File: src/rtl/instr_encoder_pkg.sv
// rtl/instr_encoder_pkg.sv - shared RV32I types and opcode constants for the instruction loader
package instr_encoder_pkg;

    typedef enum logic [1:0] {
        TYPE_I = 2'd0,
        TYPE_S = 2'd1,
        TYPE_R = 2'd2,
        TYPE_B = 2'd3
    } instrType_t;

    localparam logic [6:0] OPCODE_LOAD   = 7'b0000011;
    localparam logic [6:0] OPCODE_STORE  = 7'b0100011;
    localparam logic [6:0] OPCODE_RTYPE  = 7'b0110011;
    localparam logic [6:0] OPCODE_BRANCH = 7'b1100011;
    localparam logic [6:0] FUNCT7_ALT    = 7'b0100000;

endpackage

File: src/rtl/instr_encoder_if.sv
// rtl/instr_encoder_if.sv - field-level instruction request stream with ready/valid handshake
interface instr_encoder_if;
    import instr_encoder_pkg::*;

    logic       i_valid;
    logic       o_ready;
    logic       i_last;
    instrType_t i_instrType;
    logic [4:0] i_rd;
    logic [4:0] i_rs1;
    logic [4:0] i_rs2;
    logic [2:0] i_funct3;
    logic       i_funct7bit5;
    logic [12:0] i_imm;

    modport master (
        output i_valid, i_last, i_instrType, i_rd, i_rs1, i_rs2,
               i_funct3, i_funct7bit5, i_imm,
        input  o_ready
    );

    modport slave (
        input  i_valid, i_last, i_instrType, i_rd, i_rs1, i_rs2,
               i_funct3, i_funct7bit5, i_imm,
        output o_ready
    );
endinterface

File: src/rtl/instr_pack.sv
// rtl/instr_pack.sv - combinational packing of instruction fields into a 32-bit RV32I word
module instr_pack
    import instr_encoder_pkg::*;
(
    input  instrType_t  i_instrType,
    input  logic [4:0]  i_rd,
    input  logic [4:0]  i_rs1,
    input  logic [4:0]  i_rs2,
    input  logic [2:0]  i_funct3,
    input  logic        i_funct7bit5,
    input  logic [12:0] i_imm,
    output logic [31:0] o_word
);
    logic [6:0] w_funct7;
    logic       w_unused_imm0;

    assign w_funct7      = i_funct7bit5 ? FUNCT7_ALT : 7'b0000000;
    // Branch offsets are halfword aligned, so bit 0 never reaches the word.
    assign w_unused_imm0 = i_imm[0];

    always_comb begin
        o_word = '0;
        case (i_instrType)
            TYPE_R: o_word = {w_funct7, i_rs2, i_rs1, i_funct3, i_rd, OPCODE_RTYPE};
            TYPE_I: o_word = {i_imm[11:0], i_rs1, i_funct3, i_rd, OPCODE_LOAD};
            TYPE_S: o_word = {i_imm[11:5], i_rs2, i_rs1, i_funct3, i_imm[4:0], OPCODE_STORE};
            TYPE_B: o_word = {i_imm[12], i_imm[10:5], i_rs2, i_rs1, i_funct3,
                              i_imm[4:1], i_imm[11], OPCODE_BRANCH};
            default: o_word = '0;
        endcase
    end
endmodule

File: src/rtl/instr_encoder.sv
// rtl/instr_encoder.sv - encodes an instruction request stream and writes it into instruction memory
module instr_encoder
    import instr_encoder_pkg::*;
#(
    parameter int ADDR_W = 6
) (
    input  logic              i_clk,
    input  logic              i_rst,
    instr_encoder_if.slave    i_req,
    input  logic              i_restart,
    output logic              o_memWriteEn,
    output logic [ADDR_W-1:0] o_memAddr,
    output logic [31:0]       o_memWriteData,
    output logic [ADDR_W:0]   o_count,
    output logic              o_done,
    output logic              o_full
);
    typedef enum logic [1:0] {
        ST_LOAD  = 2'd0,
        ST_DRAIN = 2'd1,
        ST_DONE  = 2'd2
    } state_t;

    localparam logic [ADDR_W-1:0] LAST_ADDR = '1;

    state_t            r_state;
    state_t            w_next_state;
    logic              w_accept;
    logic              w_terminal;
    logic [31:0]       w_word;
    logic [ADDR_W-1:0] r_next_addr;
    logic              r_mem_we;
    logic [ADDR_W-1:0] r_mem_addr;
    logic [31:0]       r_mem_data;
    logic [ADDR_W:0]   r_count;
    logic              r_full;

    instr_pack u_pack (
        .i_instrType  (i_req.i_instrType),
        .i_rd         (i_req.i_rd),
        .i_rs1        (i_req.i_rs1),
        .i_rs2        (i_req.i_rs2),
        .i_funct3     (i_req.i_funct3),
        .i_funct7bit5 (i_req.i_funct7bit5),
        .i_imm        (i_req.i_imm),
        .o_word       (w_word)
    );

    assign w_terminal = (r_next_addr == LAST_ADDR);

    always_comb begin
        w_next_state  = r_state;
        w_accept      = 1'b0;
        i_req.o_ready = 1'b0;
        o_done        = 1'b0;
        case (r_state)
            ST_LOAD: begin
                i_req.o_ready = 1'b1;
                w_accept      = i_req.i_valid;
                // The terminal address always ends the load so the counter never wraps.
                if (w_accept && (i_req.i_last || w_terminal)) begin
                    w_next_state = ST_DRAIN;
                end
            end
            ST_DRAIN: w_next_state = ST_DONE;
            ST_DONE: begin
                o_done = 1'b1;
                if (i_restart) begin
                    w_next_state = ST_LOAD;
                end
            end
            default: w_next_state = ST_LOAD;
        endcase
    end

    always_ff @(posedge i_clk) begin
        if (i_rst) begin
            r_state <= ST_LOAD;
        end else begin
            r_state <= w_next_state;
        end
    end

    always_ff @(posedge i_clk) begin
        if (i_rst) begin
            r_next_addr <= '0;
            r_mem_we    <= 1'b0;
            r_mem_addr  <= '0;
            r_mem_data  <= '0;
            r_count     <= '0;
            r_full      <= 1'b0;
        end else begin
            r_mem_we <= w_accept;
            if (w_accept) begin
                r_mem_addr  <= r_next_addr;
                r_mem_data  <= w_word;
                r_next_addr <= r_next_addr + 1'b1;
                if (w_terminal) begin
                    r_full <= 1'b1;
                end
            end
            // Count lags the strobe by one edge: it tallies writes already on the port.
            if (r_mem_we) begin
                r_count <= r_count + 1'b1;
            end
            if (r_state == ST_DONE && i_restart) begin
                r_next_addr <= '0;
                r_count     <= '0;
                r_full      <= 1'b0;
            end
        end
    end

    assign o_memWriteEn   = r_mem_we;
    assign o_memAddr      = r_mem_addr;
    assign o_memWriteData = r_mem_data;
    assign o_count        = r_count;
    assign o_full         = r_full;
endmodule

File: src/flat_wrapper.sv
// flat-port wrapper written by rule: the top's interface ports become plain ports
module instr_encoder_flat import instr_encoder_pkg::*;
#(
    parameter int ADDR_W = 6
)
  (i_clk, i_rst, i_restart, o_memWriteEn, o_memAddr, o_memWriteData, o_count, o_done, o_full, i_req_i_valid, i_req_i_last, i_req_i_instrType, i_req_i_rd, i_req_i_rs1, i_req_i_rs2, i_req_i_funct3, i_req_i_funct7bit5, i_req_i_imm, i_req_o_ready);
  instr_encoder_if i_req_i ();
  input  logic i_clk;
  input  logic i_rst;
  input  logic i_restart;
  output logic o_memWriteEn;
  output logic [ADDR_W-1:0] o_memAddr;
  output logic [31:0] o_memWriteData;
  output logic [ADDR_W:0] o_count;
  output logic o_done;
  output logic o_full;
  input wire logic [$bits(i_req_i.i_valid)-1:0] i_req_i_valid;
  input wire logic [$bits(i_req_i.i_last)-1:0] i_req_i_last;
  input wire logic [$bits(i_req_i.i_instrType)-1:0] i_req_i_instrType;
  input wire logic [$bits(i_req_i.i_rd)-1:0] i_req_i_rd;
  input wire logic [$bits(i_req_i.i_rs1)-1:0] i_req_i_rs1;
  input wire logic [$bits(i_req_i.i_rs2)-1:0] i_req_i_rs2;
  input wire logic [$bits(i_req_i.i_funct3)-1:0] i_req_i_funct3;
  input wire logic [$bits(i_req_i.i_funct7bit5)-1:0] i_req_i_funct7bit5;
  input wire logic [$bits(i_req_i.i_imm)-1:0] i_req_i_imm;
  output wire logic [$bits(i_req_i.o_ready)-1:0] i_req_o_ready;
  assign i_req_i.i_valid = i_req_i_valid;
  assign i_req_i.i_last = i_req_i_last;
  assign i_req_i.i_instrType = i_req_i_instrType;
  assign i_req_i.i_rd = i_req_i_rd;
  assign i_req_i.i_rs1 = i_req_i_rs1;
  assign i_req_i.i_rs2 = i_req_i_rs2;
  assign i_req_i.i_funct3 = i_req_i_funct3;
  assign i_req_i.i_funct7bit5 = i_req_i_funct7bit5;
  assign i_req_i.i_imm = i_req_i_imm;
  assign i_req_o_ready = i_req_i.o_ready;
  instr_encoder #(.ADDR_W(ADDR_W)) u_core (.i_clk(i_clk), .i_rst(i_rst), .i_req(i_req_i), .i_restart(i_restart), .o_memWriteEn(o_memWriteEn), .o_memAddr(o_memAddr), .o_memWriteData(o_memWriteData), .o_count(o_count), .o_done(o_done), .o_full(o_full));
endmodule
File: config.mk
export PLATFORM = sky130hd
export DESIGN_NAME = instr_encoder_flat
export DESIGN_NICKNAME = d
export VERILOG_FILES = /design/src/rtl/instr_encoder_pkg.sv /design/src/rtl/instr_encoder_if.sv /design/src/rtl/instr_pack.sv /design/src/rtl/instr_encoder.sv /design/src/flat_wrapper.sv
export SDC_FILE = /design/constraint.sdc
export NUM_CORES = 1
export LEC_CHECK = 0
export CAP_MARGIN = 20
export CORE_MARGIN = 2
export CORE_UTILIZATION = 30
export CTS_CLUSTER_DIAMETER = 80
export CTS_CLUSTER_SIZE = 28
export DETAILED_ROUTE_END_ITERATION = 8
export PLACE_DENSITY = 0.67
export SLEW_MARGIN = 30
export SYNTH_ARGS = -nofsm -noshare
export SYNTH_HDL_FRONTEND = slang
export SYNTH_SLANG_ARGS = --single-unit
File: constraint.sdc
create_clock -name i_clk -period 4.7 [get_ports i_clk]
set_input_delay 1.41 -clock i_clk [delete_from_list [all_inputs] [get_ports i_clk]]
set_output_delay 1.41 -clock i_clk [all_outputs]
set_load 0.02 [all_outputs]
After elaboration in Yosys (flattened, before gate mapping)
Cells that the tools add are included.
- register bits after elaboration: 55
- output and inout bits: 49
- equality and inequality tests: 8
- muxes and demuxes: 8
- reduce and logical (&&, ||, !) cells: 8
- add/sub/neg operators: 2
- operators with widths (cell ; number):
    $pmux W32 S4 ; 1
    $add A7 B1 Y7 const B ; 1
    $add A6 B1 Y6 const B ; 1
    $eq A2 B2 Y1 const B ; 3
    $eq A6 B6 Y1 const B ; 1
    $mux W6 ; 1
    $pmux W2 S3 ; 1
    $eq A2 B1 Y1 const B ; 2
    $logic_not A2 Y1 ; 2
    $mux W2 ; 2
    $reduce_and A2 Y1 ; 2
    $mux W1 ; 3
    $logic_and A1 B1 Y1 ; 2
    $ne A2 B1 Y1 const B ; 1
    $ne A2 B2 Y1 const B ; 1
    $reduce_or A2 Y1 ; 1
    $logic_or A1 B1 Y1 ; 1

Longest topological paths before layout
Gate-level depths: netlist of run 1.
- depth after elaboration: 5
- mapped depth: 5

Modules after synthesis
From an unflattened synthesis of run 1, not the netlist that was laid out.
- cell total of the unflattened synthesis: 284
- area total of the unflattened synthesis: 2332.2 um2
- modules (own cells, without submodules) (module ; times used ; cells each ; seq. area each (um2) ; area each (um2)):
    instr_encoder ; 1 ; 244 ; 1101.1 ; 1989.4
    instr_pack ; 1 ; 40 ; 0.0 ; 342.8

Worst setup path after synthesis of run 1
OpenSTA, ideal clock, no wires.
- path type: input to register
- start: input port i_req_i_valid
- end: register u_core.r_next_addr[5]
- arrival time: 2.490 ns
- required time: 4.629 ns
- setup time: 0.071 ns
- path slack: 2.139 ns
- cell stages on the path: 4
- cell sequence: or3b_1 buf_2 or4_1 a21oi_1
- cells in the longest elaborated chain, start to end: 1
- RTL lines (what ; RTL line ; RTL):
    from (decl) ; flat_wrapper.sv:17 ; input wire logic [$bits(i_req_i.i_valid)-1:0] i_req_i_valid;
    $mux W1 ; instr_encoder.sv:56 ; case (r_state)
    to (signal assigned) ; instr_encoder.sv:97 ; r_next_addr <= r_next_addr + 1'b1;
    to (decl) ; instr_encoder.sv:31 ; logic [ADDR_W-1:0] r_next_addr;
Every way passes these cells.
A chain may end at the register's enable or synchronous reset.

Worst setup path in the final report of run 1
Ends and elaborated chain as after synthesis.

==> flow_summary.json, run 1 <==
{
  "num_rows": 30,
  "cts_num_sinks": 52,
  "drv_slew": 0,
  "vias_per_cell": 4.79,
  "leakage_nw": 1.09,
  "required_ps": 4930,
  "die_h_microns": 86.8,
  "via_count": 1930,
  "root_buffer": "clkbuf_8",
  "fmax_ghz": 0.328,
  "relSlewSlack": 0.545,
  "grt_max_degree": 47,
  "place_congestion": 0.714,
  "tritoncts": "done",
  "yosysWarnings": 0,
  "synth_cell_types": 31,
  "drt_wl_total_mm": 5.07,
  "wl_per_cell_microns": 12.6,
  "die_w_microns": 86.8,
  "cpPeakStageDelay_ps": 650,
  "layout.cells.most_common_list": "85 x clkdlybuf4s50_1, 52 x dfxtp_1, 49 x nand2_1, 30 x a21oi_1, 27 x nor2_1",
  "worstPathCellList": "clkdlybuf4s50_1 > or3b_1 > or4_1 > a21oi_1",
  "drt.antenna.violating_nets": 0,
  "cp-end-kind": "flop",
  "crit_family": "simple AND/OR/NAND/NOR gates",
  "powerDensity_nw_per_um2": 313,
  "drive_above_1_share": 0.0402,
  "synth_area_per_cell_sq_um": 8.32,
  "cts_resized": 0,
  "fin_crit_sh": 0.649,
  "diodes": 0,
  "hold_buffers": 0,
  "worstPathMaxFanout": 23,
  "rsz0062_at_grt": "false",
  "firstDrtPassIters": 4,
  "hold_viol": 0,
  "synthCells": 247,
  "min_period_ps": 3050,
  "cts_max_path_buffers": 2,
  "worst_pin_slew_ps": 682,
  "stdcell_area_sq_um": 3060,
  "timing.setup.tns_ps": 0,
  "crit_type": "input port to flop",
  "setup_viol": 0,
  "hold_path_class": "flop to flop",
  "startpoint_type": "input port",
  "synth_area_sq_um": 2060,
  "drc": 0,
  "dpl_cell_area_sq_um": 2950,
  "status": "complete, no violations",
  "cts_buffers": 5,
  "cts_max_level": 2,
  "ios": 88,
  "area_growth_syn_to_layout_pct": 48.7,
  "vdd_drop_max_mv": 0.173,
  "critPathBufInv": 1,
  "skew_ps": 9.99,
  "nets": 363,
  "grt_pass1_wl_mm": 8.27,
  "grt_usage": 0.138,
  "worst_slack_ps": 1650,
  "slowest_stage": "or3b_1",
  "hpwlAfterDp_mm": 3.55,
  "ys_seq_area_frac": 0.506,
  "critPathArrivalTime_ps": 3280,
  "path_clk_slew_ps": 90,
  "synth-seq-cells": 52,
  "post-cts-setup-buffers": 0,
  "drv_cap": 0,
  "drtIter0Drc": 62,
  "antenna_found_initial": 0,
  "port_buffers": 85,
  "fin_hold_ws_ps": 450,
  "layout_commonest_cell": "clkdlybuf4s50_1",
  "place_ws_ps": 1350,
  "final_cells": 403,
  "insertion_delay_ps": 300,
  "core_area_sq_um": 6720,
  "initial_core_util": 0.306,
  "place_inst": 395,
  "overflow": 0,
  "grt_pass1_vias": 1788,
  "fp.dieArea_sq_um": 7530
}
[through the flow]
step	power [mW]	util
final	0.957	0.455
after global routing	1.00	0.455
after CTS	0.971	0.455
after detailed placement	0.665	0.438
after global placement	0.663	0.438
after floorplan	0.577	-
[flip-flops by register name, indices dropped and copies added (netlist names)]
name                   cells
u_core.o_memWriteData     29
u_core.o_count             7
u_core.o_memAddr           6
u_core.r_next_addr         6
u_core.r_state             2
u_core.o_full              1
u_core.o_memWriteEn        1
[worst reg2reg max path, delay by kind of cell (launching register included)]
| kind | cells | cell delay (ps) |
|---|---|---|
| compound gates | 1 | 150 |
| flops | 1 | 360 |
| simple gates | 2 | 1300 |
[cell type report]
class,count,area [sq um]
clock buffers,5,68.8
inverters,2,7.51
flip-flops and latches,52,1040
repair buffers,88,873
multi-input cells,173,923
well taps,80,100
fillers,676,3660
clock inverters,3,42.5
[path summary, 6_finish.rpt]
check	from	cells past startpoint	slack (ps)	to
setup reg to reg	u_core.r_state[1]	3	2840	u_core.r_next_addr[5]
setup / recovery	i_req_i_valid	4	1650	u_core.r_next_addr[5]
hold / removal	u_core.o_full	2	450	u_core.o_full
hold reg to reg	u_core.o_full	2	450	u_core.o_full
[cells in the mapped netlist]
master | number | share of area
a211oi_1 | 6 | 0.022
or3_1 | 5 | 0.015
o31ai_1 | 2 | 0.0073
or4_1 | 2 | 0.0073
nor2b_1 | 2 | 0.0061
buf_1 | 1 | 0.0018
xnor2_1 | 2 | 0.0085
nand2_1 | 49 | 0.089
a311oi_1 | 6 | 0.026
nor3_1 | 1 | 0.0024
or3b_1 | 1 | 0.0043
a21oi_1 | 30 | 0.073
nand4_1 | 2 | 0.0061
xor2_1 | 3 | 0.013
buf_4 | 3 | 0.011
dfxtp_1 | 52 | 0.51
nand3_1 | 8 | 0.019
o21a_1 | 1 | 0.0037
inv_1 | 2 | 0.0037
conb_1 | 1 | 0.0018
mux2i_1 | 8 | 0.039
nor3b_1 | 1 | 0.0037
nand2b_1 | 1 | 0.0030
clkbuf_1 | 15 | 0.027
or2_2 | 1 | 0.0030
a21o_1 | 1 | 0.0037
nor2_1 | 27 | 0.049
a211o_1 | 1 | 0.0043
buf_2 | 2 | 0.0049
ha_1 | 2 | 0.012
o21ai_0 | 9 | 0.022
[power by group]
group	internal (mW)	leakage, nW	total [mW]	switching (mW)
Sequential	0.463	0.426	0.479	0.0158
Combinational	0.0874	0.610	0.174	0.0866
Clock	0.158	0.0541	0.303	0.146
Total	0.708	1.09	0.957	0.248
[logic make-up (layout without fill, tap and decap cells)]
kind of cell / Yosys count / count (layout) / synth area share
simple gates: 100 / 100 / 0.209
other cells: 1 / 2 / 0.00182
flops: 52 / 52 / 0.506
compound gates: 56 / 56 / 0.161
fa+ha+maj: 2 / 2 / 0.0122
mux: 8 / 8 / 0.0390
buf+inv: 23 / 98 / 0.0487
xor+xnor: 5 / 5 / 0.0213
[layer usage]
layer | GRT usage | up-vias | share of wire
met5 | 0 | - | 0
met3 | 0.0476 | 4 | 0.075
met1 | 0.165 | 886 | 0.45
met4 | 0.0384 | 0 | 0.0083
met2 | 0.233 | 58 | 0.47
li1 | - | 982 | -
(Power assumes the default switching activity.)
==> run 2: changes to the inputs <==
==> constraint.sdc (replaced) <==
create_clock -name i_clk -period 3 [get_ports i_clk]
set_input_delay 0.9 -clock i_clk [delete_from_list [all_inputs] [get_ports i_clk]]
set_output_delay 0.9 -clock i_clk [all_outputs]
set_load 0.02 [all_outputs]
==> flow_summary.json, run 2 (synthesis gave the netlist of run 1 again) <==
{
  "status": "complete, no violations",
  "cts_resized": 0,
  "cts_buffers": 5,
  "hold_path_class": "flop to flop",
  "tritoncts": "done",
  "root_buffer": "clkbuf_8",
  "min_period_ps": 2440,
  "required_ps": 2100,
  "timing.rr.end": "u_core.r_next_addr[3]",
  "critPathBufInv": 1,
  "layout.cells.most_common_list": "85 x clkdlybuf4s50_1, 52 x dfxtp_1, 49 x nand2_1, 30 x a21oi_1, 27 x nor2_1",
  "fmax_ghz": 0.409,
  "core_area_sq_um": 6720,
  "antenna_found_initial": 0,
  "p_int_mw": 1.11,
  "post-cts-setup-buffers": 0,
  "vdd_drop_max_mv": 0.239,
  "hold_viol": 0,
  "cts_num_sinks": 52,
  "utilization": 0.458,
  "cts_max_path_buffers": 2,
  "pwr-share-clk": 0.321,
  "grt_usage": 0.142,
  "power_mw": 1.51,
  "fillers": 661,
  "drt.antenna.violating_nets": 0,
  "worstPathCellList": "nor2b_1 > clkdlybuf4s50_1",
  "via_count": 1978,
  "place_congestion": 0.754,
  "leakage_nw": 1.10,
  "path_clk_slew_ps": 90,
  "largest_reg_flops": 29,
  "combPwrFrac": 0.184,
  "rrSetupSlack_ps": 1340,
  "wl_per_cell_microns": 13.0,
  "worstPathMaxFanout": 5,
  "reg2reg_from": "u_core.r_state[1]",
  "power_frac_seq": 0.496,
  "area_growth_syn_to_layout_pct": 49.8,
  "endpoint": "o_done",
  "drv_slew": 0,
  "startpoint": "u_core.r_state[1]",
  "critPathArrivalTime_ps": 1540,
  "vias_per_cell": 4.87,
  "switchingPower_uw": 401,
  "num_rows": 30,
  "ios": 88,
  "switching_share": 0.265,
  "layout_commonest_cell": "clkdlybuf4s50_1",
  "overflow": 0,
  "dpl_cell_area_sq_um": 2970,
  "crit_type": "flop to output pin",
  "crit_family": "buffers and inverters",
  "stdcell_area_sq_um": 3080,
  "grt_pass1_vias": 1868,
  "drive_above_1_share": 0.0491,
  "rsz0062_at_grt": "false",
  "drt_wl_total_mm": 5.28,
  "setup_viol": 0,
  "drv_cap": 0,
  "startpoint_type": "flop",
  "hpwlAfterDp_mm": 3.65,
  "die_h_microns": 86.8,
  "cpPeakStageDelay_ps": 620,
  "r2r_cells": 4,
  "die_w_microns": 86.8,
  "slowest_stage": "clkdlybuf4s50_1",
  "diodes": 0,
  "grt_max_degree": 47,
  "firstDrtPassIters": 4,
  "initial_core_util": 0.306,
  "cts_max_level": 2,
  "cp-end-kind": "output pin",
  "powerDensity_nw_per_um2": 492,
  "port_buffers": 85,
  "grt_pass1_wl_mm": 8.47,
  "drc": 0,
  "skew_ps": 3.34,
  "fp.dieArea_sq_um": 7530,
  "fin_crit_sh": 0.814,
  "place_ws_ps": 348,
  "insertion_delay_ps": 310,
  "nets": 366,
  "timing.setup.tns_ps": 0,
  "hold_buffers": 0,
  "crit_cells": 2,
  "worst_slack_ps": 557,
  "drtIter0Drc": 93
}
-- run 2: cell count changes in the layout (fill, tap and decap cells not counted) --
| cell | before | now |
|---|---|---|
| buf_4 | 3 | 6 |
-- run 2: worst min path at each step --
stage | start | to | slack, ps | depth (start not counted)
floorplan | u_core.r_next_addr[4] | u_core.o_memAddr[4] | 450 | 2
global placement | u_core.o_memWriteData[29] | u_core.o_memWriteData[29] | 440 | 2
detailed placement | u_core.o_full | u_core.o_full | 450 | 2
CTS | u_core.o_memWriteData[15] | u_core.o_memWriteData[15] | 460 | 2
global route | u_core.o_full | u_core.o_full | 470 | 2
finish | u_core.o_full | u_core.o_full | 450 | 2
-- run 2: worst reg2reg max path, delay by kind of cell (launching register included) --
family,cells,cell delay [ps]
and+or+nand+nor,2,870
AOI/OAI and AO/OA,1,140
buffers and inverters,1,220
DFF,1,370
-- run 2: per-layer routing --
layer  wire length, microns  part of all wire  track usage  up-vias
met5                      0                 0            0        -
li1                       -                 -            -      992
met4                     82             0.016       0.0611        0
met3                    364             0.069       0.0390        8
met2                   2470              0.47        0.230       61
met1                   2360              0.45        0.177      917
-- run 2: layout make-up --
class | instances | area (sq um) | share of cell area
clock buffers | 5 | 68.8 | 0.0223
clock inverters | 3 | 42.5 | 0.0138
inverters | 2 | 7.51 | 0.00244
multi-input cells | 173 | 923 | 0.300
flip-flops and latches | 52 | 1040 | 0.338
well taps | 80 | 100 | 0.0325
repair buffers | 91 | 896 | 0.291
-- run 2: per-stage QoR --
stage / cells / hold slack (ps)
2_1_floorplan: 248 / 453
4_1_cts: 406 / 462
3_3_place_gp: 398 / 437
6_report: 406 / 455
5_1_grt: 406 / 473
3_5_place_dp: 398 / 449
-- run 2: power groups by stage --
stage          sequential, mW  combinational (mW)  clock [mW]
4_1_cts                 0.751               0.281       0.500
5_1_grt                 0.756               0.302       0.523
3_3_place_gp            0.766               0.278           0
6_report                0.751               0.278       0.486
2_1_floorplan           0.802               0.102           0
3_5_place_dp            0.766               0.280           0
==> run 3: changes to the inputs <==
==> constraint.sdc (replaced) <==
create_clock -name i_clk -period 2.4 [get_ports i_clk]
set_input_delay 0.72 -clock i_clk [delete_from_list [all_inputs] [get_ports i_clk]]
set_output_delay 0.72 -clock i_clk [all_outputs]
set_load 0.02 [all_outputs]
==> flow_summary.json, run 3 (synthesis gave the netlist of run 1 again) <==
{
  "dpl_cell_area_sq_um": 3000,
  "setup_viol": 0,
  "num_rows": 30,
  "crit_family": "buffers and inverters",
  "die_h_microns": 86.8,
  "drt_wl_total_mm": 5.07,
  "drv_slew": 0,
  "grt_usage": 0.137,
  "skew_ps": 10.4,
  "layout_commonest_cell": "clkdlybuf4s50_1",
  "hpwlAfterDp_mm": 3.56,
  "worst_slack_ps": 145,
  "cp-end-kind": "output pin",
  "fillers": 665,
  "overflow": 0,
  "fin_crit_sh": 0.940,
  "startpoint": "u_core.r_state[1]",
  "grt_pass1_wl_mm": 8.24,
  "port_buffers": 85,
  "drt.antenna.violating_nets": 0,
  "reg2reg_from": "u_core.r_state[1]",
  "timing.rr.end": "u_core.r_next_addr[2]",
  "powerDensity_nw_per_um2": 604,
  "rsz0062_at_grt": "false",
  "grt_max_degree": 47,
  "worstPathMaxFanout": 5,
  "drc": 0,
  "cts_resized": 0,
  "vdd_drop_max_mv": 0.231,
  "wl_per_cell_microns": 12.4,
  "critPathBufInv": 1,
  "path_clk_slew_ps": 90,
  "critPathArrivalTime_ps": 1540,
  "register_area_sq_um": 1040,
  "via_count": 1922,
  "diodes": 0,
  "drv_cap": 0,
  "fmax_ghz": 0.443,
  "tritoncts": "done",
  "required_ps": 1680,
  "cts_buffers": 5,
  "hold_path_class": "flop to flop",
  "startpoint_type": "flop",
  "drtIter0Drc": 48,
  "power_mw": 1.88,
  "worstPathCellList": "nor2b_1 > clkdlybuf4s50_1",
  "r2r_cells": 4,
  "root_buffer": "clkbuf_8",
  "vias_per_cell": 4.72,
  "cts_max_level": 2,
  "crit_type": "flop to output pin",
  "area_growth_syn_to_layout_pct": 51.2,
  "antenna_found_initial": 0,
  "drive_above_1_share": 0.0489,
  "slowest_stage": "clkdlybuf4s50_1",
  "crit_cells": 2,
  "largest_reg_flops": 29,
  "layout.cells.most_common_list": "85 x clkdlybuf4s50_1, 52 x dfxtp_1, 49 x nand2_1, 30 x a21oi_1, 27 x nor2_1",
  "die_w_microns": 86.8,
  "min_period_ps": 2260,
  "place_ws_ps": -5.60,
  "multiInputGateArea_sq_um": 923,
  "core_area_sq_um": 6720,
  "grt_pass1_vias": 1847,
  "cpPeakStageDelay_ps": 620,
  "insertion_delay_ps": 300,
  "cts_num_sinks": 52,
  "initial_core_util": 0.306,
  "post-cts-setup-buffers": 0,
  "firstDrtPassIters": 4,
  "stdcell_area_sq_um": 3110,
  "hold_viol": 0,
  "hold_buffers": 0,
  "nets": 367,
  "ios": 88,
  "endpoint": "o_done",
  "leakage_nw": 1.12,
  "status": "complete, no violations",
  "fp.dieArea_sq_um": 7530,
  "rrSetupSlack_ps": 800,
  "place_congestion": 0.763,
  "cts_max_path_buffers": 2
}
==> run 3: changes by cell type in the layout (fill, tap and decap cells not counted) <==
cell,previous run,this run
clkinvlp_4,1,0
buf_12,0,2
buf_4,6,5
clkbuf_1,0,1
==> run 3: cell type report <==
class                      instances  share of cell area
inverter                           2             0.00242
timing repair buffer              92               0.299
multi-input combinational        173               0.297
tap                               80              0.0322
clock buffer                       6              0.0233
clock inverter                     2              0.0113
sequential                        52               0.335
==> run 3: how the worst min path moves through the flow <==
stage,start,endpoint,slack (ps),depth (start not counted)
6_report,u_core.o_full,u_core.o_full,450,2
5_1_grt,u_core.o_full,u_core.o_full,480,2
4_1_cts,u_core.o_full,u_core.o_full,450,2
3_5_place_dp,u_core.o_full,u_core.o_full,440,2
3_3_place_gp,u_core.o_full,u_core.o_full,440,2
2_1_floorplan,u_core.r_next_addr[4],u_core.o_memAddr[4],450,2
==> run 3: worst register-to-register path, delay by kind of cell, from the launching register on <==
family	cells	cell delay, ps
buffers and inverters	1	240
AOI/OAI and AO/OA	1	150
and+or+nand+nor	2	780
DFF	1	360
==> run 3: routing by layer <==
layer | vias to the layer above | share of wire | track usage
li1 | 988 | - | -
met1 | 873 | 0.46 | 0.171
met2 | 57 | 0.47 | 0.224
met3 | 4 | 0.068 | 0.0476
met4 | 0 | 0.0073 | 0.0384
met5 | - | 0 | 0
==> run 3: report_power, final <==
group          switching, mW  internal [mW]  leakage [nW]  total, mW
Clock                  0.277          0.310        0.0552      0.587
Sequential            0.0307          0.907         0.426      0.938
Combinational          0.171          0.182         0.638      0.353
==> run 3: through the flow <==
stage	instances	TNS [ps]	utilization	hold WS [ps]
2_1_floorplan	248	0	-	453
3_3_place_gp	399	0	0.447	441
3_5_place_dp	399	-5.60	0.447	441
4_1_cts	407	0	0.463	454
5_1_grt	407	0	0.463	482
6_report	407	0	0.463	449
==> RTL edit (flow settings as in run 2) <==
Encoding of `state_t`: now one-hot (3 bits for 3 states).
--- a/src/rtl/instr_encoder.sv
+++ b/src/rtl/instr_encoder.sv
@@ -15,10 +15,10 @@
     output logic              o_done,
     output logic              o_full
 );
-    typedef enum logic [1:0] {
-        ST_LOAD  = 2'd0,
-        ST_DRAIN = 2'd1,
-        ST_DONE  = 2'd2
+    typedef enum logic [2:0] {
+        ST_LOAD  = 3'b001,
+        ST_DRAIN = 3'b010,
+        ST_DONE  = 3'b100
     } state_t;
 
     localparam logic [ADDR_W-1:0] LAST_ADDR = '1;
Behaviour: no difference found for any inputs over 10 cycles, from zero or initial values and one cycle with i_rst high; not proved beyond that.
==> RTL edit against run 2 <==
  * Register-to-register slack better by 110 ps
  * Synthesized area grew 3.7%
  * Design area rose by 3.0%
  * Critical endpoint unchanged
  * Power rose by 3.0%
  * First-iteration DRC count fell by 39%
  * Sequential cell count is 1 higher
  * Wire length is 1.2% lower
  * Setup slack lost 270 ps
==> RTL edit: results <==
group,metric,value,unit
run_status,status,"completed",
cts,clk_latency,300,ps
grt,grt_pass1_wl,8.63,mm
logic_synthesis,ys_top_cells_by_count,"dfxtp_1, nand2_1, a21oi_1, nor2_1, o21ai_0",
grt,use_met1,0.183,
logic_synthesis,async_flop_share,0,
grt,globalRouteMet2Util,0.218,
grt,grt.total_usage,0.139,
cells_and_area,finish.net_count,368,
cts,clk_pin_slew,90,ps
routing,viasPerCell,4.69,
grt,grt_use_met3,0.0466,
routing,routed_wl,5.22,mm
place,gp_congestion,0.736,
grt,grt_pass1_vias,1839,
critical_path,r2r_start,"u_core.r_state[2]$_SDFFE_PP0P_",
cts,clock-root-buffer,"clkbuf_8",
worst_hold_path,hold_end,"u_core.o_memWriteData[25]$_SDFFE_PP0P_",
cells_and_area,fillers,714,
cells_and_area,diodes,0,
sta,fin_worst_skew,5.25,ps
critical_path,worstPathArrival,1820,ps
logic_synthesis,yosys-top-cells-area,"dfxtp_1, nand2_1, a21oi_1",
logic_synthesis,synth_seq_area_share,0.498,
cells_and_area,drive_gt1_frac,0.0457,
place,placed_cells,416,
routing,vias,1988,
worst_hold_path,hold_path_depth,2,
grt,antenna_found_initial,0,
routing,drt_pre_antenna_iters,4,
critical_path,r2r_cells,3,
critical_path,critical_path_class,"reg2out",
worst_hold_path,worstHoldStart,"u_core.o_memWriteData[25]$_SDFFE_PP0P_",
routing,drt_iter0_drc,57,
cells_and_area,largest_reg_flops,29,
logic_synthesis,synthDistinctLibCells,37,
critical_path,reg2reg_slack,1450,ps
cts,cts-buffers-inserted,5,
power_and_ir_drop,powerDensity,492,nW/µm²
critical_path,reg2reg_to,"u_core.o_count[2]$_SDFFE_PP0P_",
place,place_area,3060,µm²
cts,postCtsResizedCells,0,
power_and_ir_drop,power_leakage,1.13,nW
critical_path,cp_max_fo,6,
logic_synthesis,syn_area_per_cell,8.49,µm²
sta,whs,462,ps
routing,detail_route.drc_violations,0,
logic_synthesis,synthFlopType,"dfxtp_1",
place,post-place-ws,491,ps
place,dp_hpwl,3.62,mm
logic_synthesis,yosys_warnings,0,
grt,grt_max_degree,51,
power_and_ir_drop,vdd_drop_max,197,µV
RTL edit: changes by cell type after synthesis, sizes merged, moves of 2 or more:
cell / run 2 / this run
buf: 6 / 13
clkbuf: 15 / 8
nand2: 49 / 47
nor3: 1 / 3
RTL edit: kinds of logic (layout without fill, tap and decap cells):
family | count (synthesis) | in the layout | synth area share
flip-flops | 53 | 53 | 0.498
adder cells (fa/ha/maj) | 2 | 2 | 0.0117
XOR/XNOR | 5 | 5 | 0.0206
multiplexers | 8 | 8 | 0.0376
AND/OR/NAND/NOR | 100 | 100 | 0.210
AO/OA/AOI/OAI | 58 | 58 | 0.166
buffers and inverters | 24 | 100 | 0.0552
other | 1 | 2 | 0.00176
RTL edit: layer usage:
| layer | wire [µm] | vias up |
|---|---|---|
| met5 | 0 | - |
| met4 | 60 | 0 |
| met1 | 2360 | 920 |
| met3 | 325 | 6 |
| met2 | 2470 | 54 |
| li1 | - | 1008 |
RTL edit: where the power goes:
group | switching [mW] | total (mW) | internal (mW)
clock network | 0.228 | 0.500 | 0.272
logic | 0.145 | 0.293 | 0.148
registers | 0.0260 | 0.767 | 0.741
total | 0.398 | 1.56 | 1.16
RTL edit: final cells by class:
| cell class | instances | area share |
|---|---|---|
| Clock buffer | 7 | 0.0272 |
| Clock inverter | 1 | 0.00946 |
| Inverter | 3 | 0.00355 |
| Multi-Input combinational cell | 175 | 0.306 |
| Sequential cell | 53 | 0.334 |
| Tap cell | 96 | 0.0379 |
| Timing Repair Buffer | 89 | 0.282 |
RTL edit: worst max-delay path, stage by stage (launching register included):
cell,delay (ps)
dfxtp_1,480
nor3b_1,370
clkdlybuf4s50_1,670
RTL edit: worst max-delay path by stage:
| stage | end | slack [ps] |
|---|---|---|
| after floorplan | o_done | 1070 |
| after global placement | u_core.r_state[0]$_SDFFE_PP1P_ | 520 |
| after detailed placement | u_core.r_state[0]$_SDFFE_PP1P_ | 490 |
| after CTS | o_done | 260 |
| after global routing | o_done | 200 |
| final | o_done | 280 |
